==> src/rtl/key_anim_engine.sv <==
// Per-key animation engine for the rhythm-game canvas: one key is advanced per cycle
// in a frame-triggered sweep, with Avalon-MM control/counters and a 1-cycle render port.
module key_anim_engine #(
    parameter int NKEYS       = 51,
    parameter int NSIZE_W     = 3,
    parameter int BRGHT_W     = 3,
    parameter int GROW_DIV    = 4,
    parameter int FADE_DIV    = 2,
    parameter int HOLD_FRAMES = 8,
    parameter int FAR_MIN     = 5
) (
    input  logic                          clk,
    input  logic                          reset,
    input  logic                          frame_tick,
    input  logic [NKEYS-1:0]              key_touch,
    input  logic                          avl_cs,
    input  logic                          avl_rden,
    input  logic                          avl_wren,
    input  logic [5:0]                    avl_addr,
    input  logic [7:0]                    avl_wdata,
    output logic [7:0]                    avl_rdata,
    input  logic [5:0]                    rd_idx,
    output logic [BRGHT_W+2+NSIZE_W-1:0]  rd_keystat,
    output logic                          judge_valid,
    output logic [5:0]                    judge_key,
    output logic [1:0]                    judge_result
);

    localparam int SUB_MAX0 = (GROW_DIV > HOLD_FRAMES) ? GROW_DIV : HOLD_FRAMES;
    localparam int SUB_MAX  = (SUB_MAX0 > FADE_DIV) ? SUB_MAX0 : FADE_DIV;
    localparam int SUB_W    = (SUB_MAX > 2) ? $clog2(SUB_MAX) : 1;

    localparam logic [NSIZE_W-1:0] NSIZE_MAX = '1;
    localparam logic [BRGHT_W-1:0] BRGHT_MAX = '1;
    localparam logic [NSIZE_W-1:0] FAR_NS    = NSIZE_W'(FAR_MIN);
    localparam logic [SUB_W-1:0]   GROW_LAST = SUB_W'(GROW_DIV - 1);
    localparam logic [SUB_W-1:0]   HOLD_LAST = SUB_W'(HOLD_FRAMES - 1);
    localparam logic [SUB_W-1:0]   FADE_LAST = SUB_W'(FADE_DIV - 1);
    localparam logic [5:0]         NKEYS_IDX = 6'(NKEYS);
    localparam logic [5:0]         LAST_IDX  = 6'(NKEYS - 1);
    localparam logic [7:0]         NKEYS_WD  = 8'(NKEYS);
    localparam logic [NKEYS-1:0]   ONE_K     = NKEYS'(1);

    localparam logic [1:0] ST_IDLE = 2'd0;
    localparam logic [1:0] ST_GROW = 2'd1;
    localparam logic [1:0] ST_EXIT = 2'd2;
    localparam logic [1:0] ST_GLOW = 2'd3;

    localparam logic [1:0] JR_LOST = 2'd1;
    localparam logic [1:0] JR_FAR  = 2'd2;
    localparam logic [1:0] JR_PURE = 2'd3;

    logic [1:0]         st_mem [NKEYS];
    logic [NSIZE_W-1:0] ns_mem [NKEYS];
    logic [BRGHT_W-1:0] br_mem [NKEYS];
    logic [1:0]         co_mem [NKEYS];
    logic [SUB_W-1:0]   sb_mem [NKEYS];

    logic [NKEYS-1:0] touch_prev, touch_pend, launch_pend;
    logic [NKEYS-1:0] sweep_mask, launch_set;
    logic             busy;
    logic [5:0]       idx;
    logic [15:0]      npure, nfar, nlost, ncombo;
    logic             st_overrun, st_reject;
    logic [7:0]       rd_mux;

    logic               cur_touch, cur_launch, moved;
    logic [1:0]         cur_st, nx_st, nx_co, cur_co, nx_jres;
    logic [NSIZE_W-1:0] cur_ns, nx_ns;
    logic [BRGHT_W-1:0] cur_br, nx_br;
    logic [SUB_W-1:0]   cur_sb, nx_sb;
    logic               nx_judge, nx_reject;

    logic wr, launch_wr, clr_wr, stat_wr;

    assign wr        = avl_cs & avl_wren;
    assign launch_wr = wr && (avl_addr == 6'h00) && (avl_wdata < NKEYS_WD);
    assign stat_wr   = wr && (avl_addr == 6'h01);
    assign clr_wr    = wr && (avl_addr == 6'h0A);

    assign launch_set = launch_wr ? (ONE_K << avl_wdata) : '0;
    assign sweep_mask = busy ? (ONE_K << idx) : '0;

    function automatic logic [15:0] sat_inc(input logic [15:0] v);
        return (v == 16'hFFFF) ? v : v + 16'd1;
    endfunction

    // Next state of the key under the sweep pointer: touch, then timers, then launch.
    always_comb begin
        cur_st     = st_mem[idx];
        cur_ns     = ns_mem[idx];
        cur_br     = br_mem[idx];
        cur_co     = co_mem[idx];
        cur_sb     = sb_mem[idx];
        cur_touch  = touch_pend[idx];
        cur_launch = launch_pend[idx];
        nx_st      = cur_st;
        nx_ns      = cur_ns;
        nx_br      = cur_br;
        nx_co      = cur_co;
        nx_sb      = cur_sb;
        nx_judge   = 1'b0;
        nx_jres    = 2'd0;
        nx_reject  = 1'b0;
        moved      = 1'b0;

        if (cur_touch) begin
            if (cur_st == ST_IDLE || cur_st == ST_GLOW) begin
                nx_st = ST_GLOW;
                nx_br = BRGHT_MAX;
                nx_co = 2'd0;
                nx_ns = '0;
                nx_sb = '0;
                moved = 1'b1;
            end else if (cur_st == ST_GROW && cur_ns >= FAR_NS) begin
                nx_st    = ST_EXIT;
                nx_co    = (cur_ns == NSIZE_MAX) ? JR_PURE : JR_FAR;
                nx_br    = BRGHT_MAX;
                nx_sb    = '0;
                nx_judge = 1'b1;
                nx_jres  = (cur_ns == NSIZE_MAX) ? JR_PURE : JR_FAR;
                moved    = 1'b1;
            end
        end

        if (!moved) begin
            if (cur_st == ST_GROW) begin
                if (cur_ns == NSIZE_MAX) begin
                    if (cur_sb == HOLD_LAST) begin
                        nx_st    = ST_EXIT;
                        nx_co    = JR_LOST;
                        nx_br    = BRGHT_MAX;
                        nx_sb    = '0;
                        nx_judge = 1'b1;
                        nx_jres  = JR_LOST;
                    end else begin
                        nx_sb = cur_sb + 1'b1;
                    end
                end else if (cur_sb == GROW_LAST) begin
                    nx_ns = cur_ns + 1'b1;
                    nx_sb = '0;
                end else begin
                    nx_sb = cur_sb + 1'b1;
                end
            end else if (cur_st == ST_GLOW || cur_st == ST_EXIT) begin
                if (cur_sb == FADE_LAST) begin
                    nx_sb = '0;
                    if (cur_br <= BRGHT_W'(1)) begin
                        nx_st = ST_IDLE;
                        nx_ns = '0;
                        nx_br = '0;
                        nx_co = 2'd0;
                    end else begin
                        nx_br = cur_br - 1'b1;
                    end
                end else begin
                    nx_sb = cur_sb + 1'b1;
                end
            end
        end

        if (cur_launch) begin
            if (nx_st == ST_IDLE || nx_st == ST_GLOW) begin
                nx_st = ST_GROW;
                nx_ns = NSIZE_W'(1);
                nx_co = 2'd0;
                nx_br = BRGHT_MAX;
                nx_sb = '0;
            end else begin
                nx_reject = 1'b1;
            end
        end
    end

    always_ff @(posedge clk or posedge reset) begin
        if (reset) begin
            for (int unsigned i = 0; i < NKEYS; i++) begin
                st_mem[i] <= ST_IDLE;
                ns_mem[i] <= '0;
                br_mem[i] <= '0;
                co_mem[i] <= '0;
                sb_mem[i] <= '0;
            end
        end else if (busy) begin
            st_mem[idx] <= nx_st;
            ns_mem[idx] <= nx_ns;
            br_mem[idx] <= nx_br;
            co_mem[idx] <= nx_co;
            sb_mem[idx] <= nx_sb;
        end
    end

    // New events OR in after the sweep clear so an event landing on its own sweep cycle survives.
    always_ff @(posedge clk or posedge reset) begin
        if (reset) begin
            touch_prev  <= '0;
            touch_pend  <= '0;
            launch_pend <= '0;
        end else begin
            touch_prev  <= key_touch;
            touch_pend  <= (touch_pend & ~sweep_mask) | (key_touch & ~touch_prev);
            launch_pend <= (launch_pend & ~sweep_mask) | launch_set;
        end
    end

    always_ff @(posedge clk or posedge reset) begin
        if (reset) begin
            busy <= 1'b0;
            idx  <= '0;
        end else if (busy) begin
            if (idx == LAST_IDX) begin
                busy <= 1'b0;
                idx  <= '0;
            end else begin
                idx <= idx + 6'd1;
            end
        end else if (frame_tick) begin
            busy <= 1'b1;
            idx  <= '0;
        end
    end

    always_ff @(posedge clk or posedge reset) begin
        if (reset) begin
            st_overrun <= 1'b0;
            st_reject  <= 1'b0;
        end else begin
            if (stat_wr && avl_wdata[1]) st_reject <= 1'b0;
            if (stat_wr && avl_wdata[2]) st_overrun <= 1'b0;
            if (busy && nx_reject) st_reject <= 1'b1;
            if (busy && frame_tick) st_overrun <= 1'b1;
        end
    end

    always_ff @(posedge clk or posedge reset) begin
        if (reset) begin
            npure  <= '0;
            nfar   <= '0;
            nlost  <= '0;
            ncombo <= '0;
        end else if (clr_wr) begin
            npure  <= '0;
            nfar   <= '0;
            nlost  <= '0;
            ncombo <= '0;
        end else if (busy && nx_judge) begin
            case (nx_jres)
                JR_PURE: begin
                    npure  <= sat_inc(npure);
                    ncombo <= sat_inc(ncombo);
                end
                JR_FAR: begin
                    nfar   <= sat_inc(nfar);
                    ncombo <= sat_inc(ncombo);
                end
                JR_LOST: begin
                    nlost  <= sat_inc(nlost);
                    ncombo <= '0;
                end
                default: ;
            endcase
        end
    end

    always_ff @(posedge clk or posedge reset) begin
        if (reset) begin
            judge_valid  <= 1'b0;
            judge_key    <= '0;
            judge_result <= '0;
        end else begin
            judge_valid  <= busy & nx_judge;
            judge_key    <= (busy & nx_judge) ? idx : '0;
            judge_result <= (busy & nx_judge) ? nx_jres : '0;
        end
    end

    always_comb begin
        rd_mux = '0;
        case (avl_addr)
            6'h01:   rd_mux = {5'b0, st_overrun, st_reject, busy};
            6'h02:   rd_mux = npure[7:0];
            6'h03:   rd_mux = npure[15:8];
            6'h04:   rd_mux = nfar[7:0];
            6'h05:   rd_mux = nfar[15:8];
            6'h06:   rd_mux = nlost[7:0];
            6'h07:   rd_mux = nlost[15:8];
            6'h08:   rd_mux = ncombo[7:0];
            6'h09:   rd_mux = ncombo[15:8];
            default: rd_mux = '0;
        endcase
    end

    always_ff @(posedge clk or posedge reset) begin
        if (reset) begin
            avl_rdata <= '0;
        end else if (avl_cs && avl_rden) begin
            avl_rdata <= rd_mux;
        end else begin
            avl_rdata <= '0;
        end
    end

    // Forward the in-flight sweep result so the renderer never sees a stale key.
    always_ff @(posedge clk or posedge reset) begin
        if (reset) begin
            rd_keystat <= '0;
        end else if (rd_idx >= NKEYS_IDX) begin
            rd_keystat <= '0;
        end else if (busy && rd_idx == idx) begin
            rd_keystat <= {nx_br, nx_co, nx_ns};
        end else begin
            rd_keystat <= {br_mem[rd_idx], co_mem[rd_idx], ns_mem[rd_idx]};
        end
    end

endmodule

==> config.mk <==
export PLATFORM = sky130hd
export DESIGN_NAME = key_anim_engine
export DESIGN_NICKNAME = d
export VERILOG_FILES = /design/src/rtl/key_anim_engine.sv
export SDC_FILE = /design/constraint.sdc
export NUM_CORES = 2
export LEC_CHECK = 0
export CAP_MARGIN = 0
export CORE_MARGIN = 3
export CORE_UTILIZATION = 50
export DETAILED_ROUTE_END_ITERATION = 10
export HOLD_SLACK_MARGIN = 0.05
export PLACE_DENSITY = 0.68
export SYNTH_ARGS = -nofsm -noshare
export SYNTH_HDL_FRONTEND = slang
export SYNTH_SLANG_ARGS = --single-unit
==> constraint.sdc <==
create_clock -name clk -period 38.9 [get_ports clk]
set_clock_uncertainty 0.05 [all_clocks]
set_input_delay 7.78 -clock clk [delete_from_list [all_inputs] [get_ports clk]]
set_output_delay 7.78 -clock clk [all_outputs]
set_load 0.1 [all_outputs]
Word-level counts from Yosys, hierarchy flattened:

Index checks and enable logic that the tools add are counted.

* logic and storage cells: 512
* memories: 0
* bits in writable memories: 0
* output and inout port bits: 25
* latch bits: 0
* register bits: 914
* input port bits: 77
* memory bits (read-only): 0

* muxes and demuxes: 149
* reduce and logical (&&, ||, !) cells: 32
* shifts and indexed selects: 2
* divide/modulo/power cells: 0
* eq/ne operators: 31
* order comparisons: 8
* bitwise logic cells: 11
* multiply operators: 0
* add/sub/neg operators: 8

Operators by type and width (count)
* 153-bit bitwise mux: 3
* 16-bit two-way mux: 15
* 102-bit bitwise mux: 2
* 51-bit AND: 3
* 3-bit two-way mux: 46
* 51-bit two-way mux: 2
* 51-bit NOT: 2
* 51-bit bitwise OR: 2
* 3-bit binary-select mux with 6-bit select: 5
* 2-bit two-way mux: 39
* 8-bit one-hot mux with 9 select lines: 1
* 16-bit by 1-bit adder with 16-bit output (second input constant): 4
* 16-bit == test (second input constant): 4
* 1-bit by 6-bit left shift with 51-bit output (first input constant): 1
* 1-bit by 8-bit left shift with 51-bit output (first input constant): 1
* 2-bit binary-select mux with 6-bit select: 3
* 16-bit one-hot mux with 2 select lines: 1
* 6-bit by 3-bit == test with 1-bit output (second input constant): 4
* 6-bit two-way mux: 4
* 8-bit two-way mux: 3
* 1-bit two-way mux: 21
* 3-bit demux with 6-bit select: 1
* 6-bit by 4-bit == test with 1-bit output (second input constant): 3
* 7-bit greater-or-equal comparator (second input constant): 2
* 32 further kinds: 69

Depth between registers and ports, before layout:

* word-level depth: 20
* depth in mapped cells: 28
* gate-level depth less buffers: 20

Least setup slack after synthesis:

OpenSTA, ideal clock, no wires.

* path type: in2reg
* start point: input rd_idx[0]
* end point: register rd_keystat[1]
* slack: 28.165 ns
* cell stages on the path: 9
* buffers on the path: 5
* setup time: 0.066 ns
* arrival time: 10.619 ns
* data required time: 38.784 ns
* path through: clkbuf_1 -> buf_1 -> clkbuf_1 -> clkbuf_1 -> xor2_1 -> nor4_1 -> clkbuf_1 -> o2111ai_1 -> nand2_1

* word-level cells in the longest chain between the ends: 6
* elaborated cells on any way between the ends: 9
* classes of those cells: order compare: 1; eq/ne: 1; mux: 5; bitwise: 1; reduce/logical: 1

RTL lines
* start, declared: RTL line 22 `input logic [5:0] rd_idx,`
* 6-bit NOT with 7-bit output (not written as such): RTL line 312 `rd_keystat <= {br_mem[rd_idx], co_mem[rd_idx], ns_mem[rd_idx]};`
* 3-bit binary-select mux with 6-bit select: RTL line 312
* 3-bit two-way mux (not written as such) (2 in a row): RTL line 312
* 8-bit two-way mux: RTL line 309 `end else if (busy && rd_idx == idx) begin`
* 8-bit two-way mux (*): RTL line 307 `end else if (rd_idx >= NKEYS_IDX) begin`
* end signal, assigned: RTL line 310 `rd_keystat <= {nx_br, nx_co, nx_ns};`
* end signal, assigned: RTL line 312
* end, declared: RTL line 23 `output logic [BRGHT_W+2+NSIZE_W-1:0] rd_keystat,`

Mark *: on every way between the ends. The rest lies on a longest branch, timed or not. The select of a mux whose other input is x is not followed.
A chain may end at the register's enable or synchronous reset.

==> key figures <==
Run status
  • Status: finished, final reports clean

Layout
  • Filler Cell Count: 7679
  • NumNets Final: 4473
  • Area growth, synth to finish: 11.3%
  • Design area: 0.0503 mm^2
  • # diodes: 0
  • Share of layout cells above drive strength 1: 0.130
  • FF+latch area: 0.0229 mm^2
  • Layout Cells excl Fill: 5614
  • Multi-input gate area: 0.0205 mm^2

Synthesis
  • Cells after synthesis: 4444
  • Avg Inst Size Synth: 10.2 um^2
  • Mux cell area share after synthesis: 0.133
  • XOR/XNOR Fraction of Synth Area: 0.00872
  • Yosys warns: 0
  • Distinct cell type count after synthesis: 93
  • Post-synthesis sequential area ratio: 0.506
  • Synth Cell Area: 0.0452 mm^2
  • Post-synthesis compound-gate area fraction: 0.164
  • #FFs+latches synth: 914
  • Post-synth top area share: 0.506
  • Post-Synth Adder-Cell Area: 0.00692
  • Post-synth EDFFs: 0
  • Synth async-reset ratio: 1.00
  • Syn Nets: 4546
  • Largest family of logic cells by synthesized area: compound AO/OA/AOI/OAI gates
  • Simple-Gate Fraction of Synth Area: 0.137
  • Dominant cell type by area after synthesis: dfrtp_1
  • Ys flop type: dfrtp_1
  • Synth area leaders: dfrtp_1, mux4_2, o21ai_0, nand2_1, mux2_2

Route
  • Drt first pass iters: 8
  • Vias: 37000
  • Detailed Route Iter0 Violations: 4799
  • Post-route ant nets: 0
  • Final WL: 157 mm
  • DRC viols: 0
  • Wire length per cell: 27.9 um
  • Via/cell ratio: 6.58

Global route
  • Largest net degree at the start of global routing: 167
  • First-pass GRT wire length: 235 mm
  • Antenna violations before repair: 2
  • GRT Resource Usage Total: 0.333
  • Vias in the first global route: 35500
  • GR Overflow Total: 0

Power
  • Clk pwr share: 0.206
  • Pint: 2450 uW
  • Comb pwr share: 0.480
  • Sequential share of power: 0.314
  • Leak Pwr: 0.0215 uW
  • Net Switching: 2320 uW
  • IR Drop Worst-Case VDD: 0.000195 V
  • Sw frac: 0.486
  • P per Cell Area: 94.8 mW/mm^2

STA
  • Setup tns final: 0 ns
  • Hold Fails Final Rpt: 0
  • Final Critical Period: 10.92 ns
  • Post-route clock period utilization: 0.281
  • Slew @ Worst Pin: 1.31 ns
  • # setup viols final: 0
  • Fin. max-slew vios: 0
  • RSZ-0062 raised after global routing: no
  • Achievable frequency: 0.0916 GHz
  • Worst rel slew slack: 0.123

Die
  • Initial core utilization: 0.508
  • Row cnt: 109
  • Num ports: 102
  • Core box area: 0.0891 mm^2
  • Total die area: 0.0940 mm^2
  • Die X: 307 um
  • Die Y: 307 um

Worst setup path
  • Crit path DAT: 11.53 ns
  • Peak fanout along the critical path: 166
  • Kind of cell adding the most delay to the critical path: buffers and inverters
  • Crit-path slowest cell: buf_4
  • CP endpoint kind: async pin
  • Worst Path Buf+Inv: 5
  • Kind of critical path: in -> async
  • Critical Path RT: 39.51 ns
  • Slowest stage delay, CP: 0.92 ns
  • FF-to-FF path depth: 20
  • Cell Chain, Critical Path: clkdlybuf4s50_1 -> inv_8 -> buf_12 -> buf_4 -> buf_4
  • Critical path depth: 5
  • Critical path startpoint category: input pin
  • Worst path most repeated cell: buf_4

Run
  • Max cap viols: 0

Clocking
  • Clock Tree Root: clkbuf_16
  • H-tree levels: 3
  • Maximum root-to-sink buffer count: 3
  • CTS tree: built
  • Clock transition at path regs: 0.06 ns
  • Num CTS Buffers: 98
  • Clk Latency, worst-skew pair: 0.71 ns
  • CTS resizes: 0
  • Number of setup buffers added after CTS: 0
  • Hold_buf cts: 0
  • CTS Sinks: 914

Placement
  • PortBufs: 101
  • Final HPWL DP: 100 mm
  • Placer congestion estimate: 0.938
  • Placed cell count: 5436
  • DP Area: 0.0469 mm^2

Min path
  • Number of cells on the worst hold path: 1
  • Worst Hold Class: reg -> reg
[flip-flops by register name, indices dropped and copies added (netlist names), 8 cells and up]
name,count
br_mem,153
ns_mem,153
sb_mem,153
co_mem,102
st_mem,102
launch_pend,51
touch_pend,51
touch_prev,51
ncombo,16
nfar,16
nlost,16
npure,16
avl_rdata,8
rd_keystat,8
[per-stage QoR]
step / total power (uW) / hold slack, ns / setup slack [ns] / util
after floorplan: 2800 / 0.350 / 5.37 / -
after global placement: 3660 / 0.351 / 27.09 / 0.527
after detailed placement: 3700 / 0.357 / 27.08 / 0.527
after CTS: 4680 / 0.360 / 27.82 / 0.565
after global routing: 4960 / 0.368 / 27.47 / 0.565
final: 4770 / 0.360 / 27.98 / 0.565
[power groups by stage]
stage          logic [uW]  registers (uW)  clock network (uW)
2_1_floorplan        1370            1420                   0
3_3_place_gp         2170            1490                   0
3_5_place_dp         2200            1500                   0
4_1_cts              2210            1480                 991
5_1_grt              2400            1530                1030
6_report             2290            1500                 984
[cells by family (layout without fill, tap and decap cells)]
| group | Yosys count | after routing |
|---|---|---|
| XOR/XNOR | 45 | 45 |
| buffers and inverters | 454 | 459 |
| flip-flops | 914 | 914 |
| adder cells (fa/ha/maj) | 25 | 25 |
| multiplexers | 381 | 381 |
| AND/OR/NAND/NOR | 1381 | 1381 |
| AO/OA/AOI/OAI | 1244 | 1244 |
[worst reg2reg max path, stage by stage, from the launching register on]
cell and delay (ns):
dfrtp_4 0.87, buf_4 0.74, buf_4 0.69, and3b_1 0.62, buf_4 0.35, a221oi_1 0.11
and3_1 0.33, o22ai_1 0.70, a2111oi_4 0.20, ha_1 0.37, inv_1 0.22, nand3_1 0.15
nor3_2 0.35, and2b_1 0.30, a21oi_1 0.17, or3_1 0.38, ha_1 0.34, a21oi_1 0.43
nand2_1 0.40, a211o_2 0.85, o21ai_0 0.37
[final timing paths]
| check | start | endpoint | slack [ns] |
|---|---|---|---|
| setup / recovery | reset | sb_mem[110] | 27.98 |
| hold / removal | touch_prev[1] | touch_pend[1] | 0.36 |
| setup reg to reg | idx[2] | sb_mem[49] | 29.75 |
| hold reg to reg | touch_prev[1] | touch_pend[1] | 0.36 |
| max in group clk | rd_idx[0] | rd_keystat[1] | 28.04 |
| min in group asynchronous | reset | st_mem[33] | 7.58 |
[layer usage]
metal  vias to the layer above  wire length [um]  GRT usage
li1                      15800                 -          -
met4                         6              9790      0.177
met5                         -               101    0.00556
met2                      2149             66300      0.475
met3                       507             19100      0.106
met1                     18500             61600      0.455
[Yosys cell counts (33+ instances only)]
cell type  instances
nor3_1            36
clkbuf_1         247
and3_1            36
a22oi_1           58
mux2_2           103
a31oi_1           62
mux4_2           167
a221oi_1          39
o21ai_0          750
nand2_1          902
a22o_1            49
buf_2             58
inv_1             83
a21oi_1           73
nor2_1           125
mux2i_1          111
o22ai_1           38
dfrtp_1          914
xnor2_1           33
nand3_1           71
[cell usage in the layout (no fill, tap or decap), types with 14 or more instances in the layout]
| master | instances |
|---|---|
| nand4_1 | 16 |
| buf_4 | 92 |
| clkbuf_8 | 17 |
| and3_1 | 36 |
| nor2b_1 | 14 |
| o21ai_1 | 25 |
| mux2i_1 | 110 |
| clkbuf_16 | 100 |
| a22o_1 | 49 |
| nor3_1 | 34 |
| o22ai_1 | 38 |
| o21ai_0 | 750 |
| dfrtp_1 | 911 |
| a22oi_1 | 58 |
| o221ai_1 | 18 |
| mux2_2 | 103 |
| and2_1 | 23 |
| inv_1 | 82 |
| ha_1 | 25 |
| nor4_1 | 16 |
| nand3b_1 | 23 |
| nand2b_1 | 25 |
| nand3_1 | 70 |
| a21oi_1 | 71 |
| clkdlybuf4s50_1 | 97 |
| clkbuf_1 | 26 |
| mux4_2 | 167 |
| a31oi_1 | 62 |
| xnor2_1 | 33 |
| a221oi_1 | 39 |
| nor2_1 | 122 |
| nand2_1 | 902 |
[cell type report]
cell class	instances	share of cell area
flip-flops and latches	914	0.455
multi-input cells	3076	0.407
clock buffers	143	0.0564
repair buffers	195	0.0347
well taps	1165	0.0290
clock inverters	35	0.0109
inverters	86	0.00667
Note: power is estimated with default switching activity, not from simulation.
